[src/rtl/mem_copy_dma_if.sv]
// Bus bundle between the copy engine and its environment (requester +
// 16-bit word memory).
//   start/srcAddr/dstAddr/len : copy request
//   rdyMem/memRdata           : memory ready flag and read data
//   addrBus/readMem/writeMem/wdata : memory access
//   busy/done/error           : status
// Modport master is the engine side; slave is the requester/memory side.
interface mem_copy_dma_if;
  logic        start;
  logic [7:0]  srcAddr;
  logic [7:0]  dstAddr;
  logic [7:0]  len;
  logic        rdyMem;
  logic [15:0] memRdata;
  logic [7:0]  addrBus;
  logic        readMem;
  logic        writeMem;
  logic [15:0] wdata;
  logic        busy;
  logic        done;
  logic        error;

  modport master (
    input  start, srcAddr, dstAddr, len, rdyMem, memRdata,
    output addrBus, readMem, writeMem, wdata, busy, done, error
  );

  modport slave (
    output start, srcAddr, dstAddr, len, rdyMem, memRdata,
    input  addrBus, readMem, writeMem, wdata, busy, done, error
  );
endinterface

[src/rtl/mem_copy_dma.sv]
// Word-by-word memory copy engine. Copies len words from srcAddr.. to
// dstAddr.. in ascending order, one RD/WR/GAP triple per word, with a
// read-wait timeout that raises a sticky error.
//   clk, rst : clock, asynchronous active-high reset
//   bus      : mem_copy_dma_if.master (request, memory port, status)
module mem_copy_dma #(
  parameter int unsigned TIMEOUT = 15
) (
  input  logic              clk,
  input  logic              rst,
  mem_copy_dma_if.master    bus
);

  typedef enum logic [2:0] {IDLE, RD, WR, GAP, FIN, ERR} state_e;

  state_e      state_q, state_d;
  logic [7:0]  src_q, src_d;
  logic [7:0]  dst_q, dst_d;
  logic [7:0]  len_q, len_d;
  logic [7:0]  idx_q, idx_d;
  logic [7:0]  wait_q, wait_d;
  logic [15:0] wdata_q, wdata_d;
  logic [7:0]  addr_q, addr_d;
  logic        err_q, err_d;

  logic [7:0]  rd_addr, wr_addr, addr_out;

  // Carry out of the 8-bit sums is dropped: addresses wrap modulo 256.
  assign rd_addr = src_q + idx_q;
  assign wr_addr = dst_q + idx_q;

  // addrBus follows the active access and otherwise holds the last value.
  always_comb begin
    addr_out = addr_q;
    if (state_q == RD) addr_out = rd_addr;
    if (state_q == WR) addr_out = wr_addr;
  end

  always_comb begin
    state_d = state_q;
    src_d   = src_q;
    dst_d   = dst_q;
    len_d   = len_q;
    idx_d   = idx_q;
    wait_d  = wait_q;
    wdata_d = wdata_q;
    err_d   = err_q;
    addr_d  = addr_out;
    case (state_q)
      IDLE: if (bus.start) begin
        src_d   = bus.srcAddr;
        dst_d   = bus.dstAddr;
        len_d   = bus.len;
        idx_d   = 8'd0;
        wait_d  = 8'd0;
        err_d   = 1'b0;
        state_d = (bus.len != 8'd0) ? RD : FIN;
      end
      RD: begin
        if (bus.rdyMem) begin
          wdata_d = bus.memRdata;
          wait_d  = 8'd0;
          state_d = WR;
        end else if (({1'b0, wait_q} + 9'd1) >= 9'(TIMEOUT)) begin
          // This was the TIMEOUT-th RD cycle without ready.
          wait_d  = 8'd0;
          err_d   = 1'b1;
          state_d = ERR;
        end else begin
          wait_d  = wait_q + 8'd1;
        end
      end
      WR: begin
        if (idx_q == len_q - 8'd1) begin
          state_d = FIN;
        end else begin
          idx_d   = idx_q + 8'd1;
          state_d = GAP;
        end
      end
      GAP:     state_d = RD;
      FIN:     state_d = IDLE;
      ERR:     state_d = IDLE;
      default: state_d = IDLE;
    endcase
  end

  always_ff @(posedge clk or posedge rst) begin
    if (rst) begin
      state_q <= IDLE;
      src_q   <= 8'd0;
      dst_q   <= 8'd0;
      len_q   <= 8'd0;
      idx_q   <= 8'd0;
      wait_q  <= 8'd0;
      wdata_q <= 16'd0;
      addr_q  <= 8'd0;
      err_q   <= 1'b0;
    end else begin
      state_q <= state_d;
      src_q   <= src_d;
      dst_q   <= dst_d;
      len_q   <= len_d;
      idx_q   <= idx_d;
      wait_q  <= wait_d;
      wdata_q <= wdata_d;
      addr_q  <= addr_d;
      err_q   <= err_d;
    end
  end

  // Strobes decode straight from the state register, so reset clears them
  // in the same instant it forces IDLE.
  assign bus.addrBus  = addr_out;
  assign bus.readMem  = (state_q == RD);
  assign bus.writeMem = (state_q == WR);
  assign bus.wdata    = wdata_q;
  assign bus.busy     = (state_q != IDLE);
  assign bus.done     = (state_q == FIN);
  assign bus.error    = err_q;

endmodule

[src/flat_wrapper.sv]
// flat-port wrapper written by rule: the top's interface ports become plain ports
module mem_copy_dma_flat 
#(
  parameter int unsigned TIMEOUT = 15
)
  (clk, rst, bus_start, bus_srcAddr, bus_dstAddr, bus_len, bus_rdyMem, bus_memRdata, bus_addrBus, bus_readMem, bus_writeMem, bus_wdata, bus_busy, bus_done, bus_error);
  mem_copy_dma_if bus_i ();
  input  logic clk;
  input  logic rst;
  input wire logic [$bits(bus_i.start)-1:0] bus_start;
  input wire logic [$bits(bus_i.srcAddr)-1:0] bus_srcAddr;
  input wire logic [$bits(bus_i.dstAddr)-1:0] bus_dstAddr;
  input wire logic [$bits(bus_i.len)-1:0] bus_len;
  input wire logic [$bits(bus_i.rdyMem)-1:0] bus_rdyMem;
  input wire logic [$bits(bus_i.memRdata)-1:0] bus_memRdata;
  output wire logic [$bits(bus_i.addrBus)-1:0] bus_addrBus;
  output wire logic [$bits(bus_i.readMem)-1:0] bus_readMem;
  output wire logic [$bits(bus_i.writeMem)-1:0] bus_writeMem;
  output wire logic [$bits(bus_i.wdata)-1:0] bus_wdata;
  output wire logic [$bits(bus_i.busy)-1:0] bus_busy;
  output wire logic [$bits(bus_i.done)-1:0] bus_done;
  output wire logic [$bits(bus_i.error)-1:0] bus_error;
  assign bus_i.start = bus_start;
  assign bus_i.srcAddr = bus_srcAddr;
  assign bus_i.dstAddr = bus_dstAddr;
  assign bus_i.len = bus_len;
  assign bus_i.rdyMem = bus_rdyMem;
  assign bus_i.memRdata = bus_memRdata;
  assign bus_addrBus = bus_i.addrBus;
  assign bus_readMem = bus_i.readMem;
  assign bus_writeMem = bus_i.writeMem;
  assign bus_wdata = bus_i.wdata;
  assign bus_busy = bus_i.busy;
  assign bus_done = bus_i.done;
  assign bus_error = bus_i.error;
  mem_copy_dma #(.TIMEOUT(TIMEOUT)) u_core (.clk(clk), .rst(rst), .bus(bus_i));
endmodule
[config.mk]
export PLATFORM = sky130hd
export DESIGN_NAME = mem_copy_dma_flat
export DESIGN_NICKNAME = d
export VERILOG_FILES = /design/src/rtl/mem_copy_dma_if.sv /design/src/rtl/mem_copy_dma.sv /design/src/flat_wrapper.sv
export SDC_FILE = /design/constraint.sdc
export NUM_CORES = 1
export LEC_CHECK = 0
export ABC_CLOCK_PERIOD_IN_PS = 2250
export CAP_MARGIN = 20
export CORE_MARGIN = 8
export CORE_UTILIZATION = 32
export DETAILED_ROUTE_END_ITERATION = 12
export GPL_TIMING_DRIVEN = 0
export SKIP_CTS_REPAIR_TIMING = 1
export SYNTH_ARGS = -nofsm -noshare
export SYNTH_HDL_FRONTEND = slang
export SYNTH_SLANG_ARGS = --single-unit
[constraint.sdc]
create_clock -name clk -period 2.25 [get_ports clk]
set_clock_uncertainty 0.05 [all_clocks]
set_input_delay 0.45 -clock clk [delete_from_list [all_inputs] [get_ports clk]]
set_output_delay 0.45 -clock clk [all_outputs]
set_load 0.005 [all_outputs]
==> impl_metrics.csv <==
group,metric,value,unit
grt,antenna_found_initial,0,
floorplan,initial_core_util,32.4,%
logic_synthesis,synthesis.nets,446,
power_and_ir_drop,combPwrFrac,49.8,%
cells_and_area,finalInstanceArea,0.00533,mm2
timing,worstMarginPinSlew,0.855,ns
run_status,outcome,"finished, violations left",
timing,final_max_slew_viol_count,0,
worst_setup_path,critPathCaptureType,"output port",
worst_setup_path,critical_path_buf_inv_count,1,
logic_synthesis,synth-simple-area-share,20.3,%
cells_and_area,n_antenna_cell,0,
logic_synthesis,synth-main-ff-cell,"dfrtp_1",
worst_setup_path,path_class,"reg -> out",
floorplan,die_area,0.0151,mm2
clocking,cts.reportedPaths.clkPinSlew,0.06,ns
power_and_ir_drop,seqPwrFrac,30.9,%
clocking,htreeDepth,3,
cells_and_area,fill_cells,1060,
logic_synthesis,seq_area_frac_synth,46.5,%
grt,grt_max_degree,69,
power_and_ir_drop,intPower,4380,uW
logic_synthesis,ys_async_sr_fraction,100,%
placed_design,dp.cells,597,
worst_setup_path,required,1.75,ns
logic_synthesis,syn_avg_cell_area,9.57,um2
route,avgViaCountPerCell,4.86,
logic_synthesis,synthMuxAreaShare,5.75,%
route,wirelength,9900,um
logic_synthesis,yosysUniqueCellTypes,48,
worst_setup_path,slowest_delay,0.46,ns
cells_and_area,area_delta_synth_final,45.9,%
run_status,failed_checks,"setup timing",
placed_design,hpwl,6720,um
route,dr.pass1.iters,5,
worst_setup_path,worstPathCellList,"ha_4 -> a21oi_2 -> nor2b_2 -> o31a_1 -> o41ai_2 -> xnor2_1 -> nor2_1 -> a221o_1 -> buf_2",
worst_setup_path,crit_family,"compound AO/OA/AOI/OAI gates",
logic_synthesis,netlist_instances,382,
floorplan,io_pins,73,
run,maxCapViolations,0,
clocking,clkSinkCount,68,
worst_hold_path,hold_path_class,"reg -> reg",
clocking,cts-root-buf,"clkbuf_16",
worst_setup_path,worst-path-max-fanout,6,
power_and_ir_drop,powerDensity,1290,mW/mm2
timing,slew-limit-headroom,43.0,%
placed_design,place_area,0.00460,mm2
timing,fin_crit,2.97,ns
logic_synthesis,synth_area,0.00366,mm2
worst_setup_path,start_kind,"flip-flop",
worst_setup_path,crit_arrival,2.47,ns
floorplan,num_rows,39,
timing,setup_viol,18,
power_and_ir_drop,power.switching,2510,uW
timing,hold_violations,0,
route,ant_nets,0,
placed_design,gp_congestion,0.814,
power_and_ir_drop,clock_power_share,19.3,%
grt,grt_pass1_vias,3033,
cells_and_area,nets,554,
grt,grtUsageTotal,12.8,%
worst_setup_path,worst_path_max_delay_cell,"dfrtp_2",
logic_synthesis,synth_compound_area_share,10.8,%
power_and_ir_drop,p_sw_share,36.5,%
power_and_ir_drop,peakVddDrop,0.000509,V
route,drc,0,
grt,grt_overflow_total,0,
route,vias,3098,
logic_synthesis,synthXorXnorAreaFrac,5.75,%
clocking,clkLatencyLatePin,0.33,ns
cells_and_area,final_util,47.3,%
power_and_ir_drop,p_leak,0.00242,uW
grt,grt_first_pass_wirelength,15300,um
floorplan,die_w,123,um
timing,post-route-period-util,132,%
logic_synthesis,yosys.area_share.adder,7.53,%
logic_synthesis,synth-warning-count,0,
timing,finalWorstSetupSlack,-0.717,ns
logic_synthesis,synth_edf_count,0,
floorplan,core-area,0.0113,mm2
clocking,cts_tree,"built",
route,wl_per_cell,15.5,um
logic_synthesis,synth_top_family_by_area,"simple AND/OR/NAND/NOR gates",
clocking,cts_buffer_depth,2,
floorplan,die_y,123,um
clocking,numCtsBuffers,9,
logic_synthesis,ys_seq_elements,68,
timing,fmax,337,MHz
timing,rsz0062_at_grt,"yes",
placed_design,numPortBuffers,72,
cells_and_area,instances_no_fill,638,
cells_and_area,drive_above_1_share,24.8,%
timing,tns,-4.54,ns
route,dr.first_iter.drc_count,140,
per-stage QoR:
stage,hold slack (ns),worst slack [ns],total power (uW)
floorplan,0.400,-0.132,3760
global placement,0.413,-1.44,4960
detailed placement,0.420,-0.817,5030
CTS,0.434,-1.17,6390
global route,0.451,-0.848,7440
finish,0.433,-0.717,6890
logic make-up after synthesis:
group | count (synthesis)
compound gates | 61
mux | 19
buf+inv | 31
xor+xnor | 24
flops | 68
simple gates | 158
fa+ha+maj | 21
sequential cells by signal, summed over array words and instances, names as in the netlist:
name	cells
u_core.dst_q	8
u_core.src_q	8
u_core.idx_q	8
u_core.bus.wdata	16
u_core.len_q	8
u_core.addr_q	8
u_core.wait_q	8
u_core.state_q	3
u_core.bus.error	1
worst reg2reg max path, stage by stage (launching register included):
cell	delay [ns]
dfrtp_2	0.43
buf_4	0.17
nor3b_4	0.24
buf_6	0.14
buf_4	0.09
buf_4	0.13
nand3_2	0.11
or3_4	0.39
or4_1	0.50
nand2_1	0.07
cells in the final DEF, fill, tap and decap left out, types with 10 or more instances in the layout:
master           synthesis  final
ha_1                    18     12
mux2_2                  16     16
inv_1                   17     12
xnor2_1                 11     10
buf_4                    0     24
dfrtp_1                 68     63
nor2_1                  20     17
nand2_1                 80     78
xor2_1                  13     13
clkdlybuf4s50_1          0     64
power by group through the flow:
stage | logic, uW | clock network [uW] | registers, uW
finish | 3430 | 1330 | 2130
global route | 3810 | 1430 | 2200
CTS | 2930 | 1370 | 2100
detailed placement | 2910 | 0 | 2110
global placement | 2860 | 0 | 2100
floorplan | 1720 | 0 | 2040
synth_stat cells (9+ instances only):
master | count | area share [%]
xnor2_1 | 11 | 2.6
inv_1 | 17 | 1.7
a21oi_1 | 15 | 2.1
nor3_1 | 9 | 1.2
ha_1 | 18 | 6.2
o21ai_0 | 16 | 2.2
nand2_1 | 80 | 8.2
mux2_2 | 16 | 4.9
dfrtp_1 | 68 | 47
nand3_1 | 11 | 1.5
nor2_1 | 20 | 2.1
xor2_1 | 13 | 3.1
worst paths after layout:
kind	start	cells past startpoint	slack, ns	end
max reg2reg	u_core.state_q[2]$_DFFE_PP0P_	9	-0.15	u_core.idx_q[7]$_DFFE_PP0P_
max	u_core.idx_q[1]$_DFFE_PP0P_	9	-0.72	bus_addrBus[7]
min in group asynchronous	rst	2	0.61	u_core.bus.wdata[4]$_DFFE_PP0P_
min	u_core.state_q[2]$_DFFE_PP0P_	1	0.43	u_core.state_q[0]$_DFFE_PP0P_
min reg2reg	u_core.state_q[2]$_DFFE_PP0P_	1	0.43	u_core.state_q[0]$_DFFE_PP0P_
max in group asynchronous	rst	2	0.94	u_core.wait_q[0]$_DFFE_PP0P_
final cells by class:
type	count	area [um2]	area share (%)
inverters	17	71.3	1.34
clock buffers	15	278	5.21
flip-flops and latches	68	1710	32.0
well taps	143	179	3.36
plain buffers	13	82.6	1.55
multi-input cells	283	2100	39.3
repair buffers	98	913	17.1
clock inverters	1	5.00	0.0939
routing by layer:
layer	global-route usage [%]	up-vias	share of wire [%]	routed length (um)
met4	3.73	0	0.94	93
li1	-	1530	-	-
met5	0	-	0	0
met2	21.0	69	50	4930
met1	16.2	1492	45	4410
met3	3.36	7	4.8	473
Power figures use the tool's default switching activity.
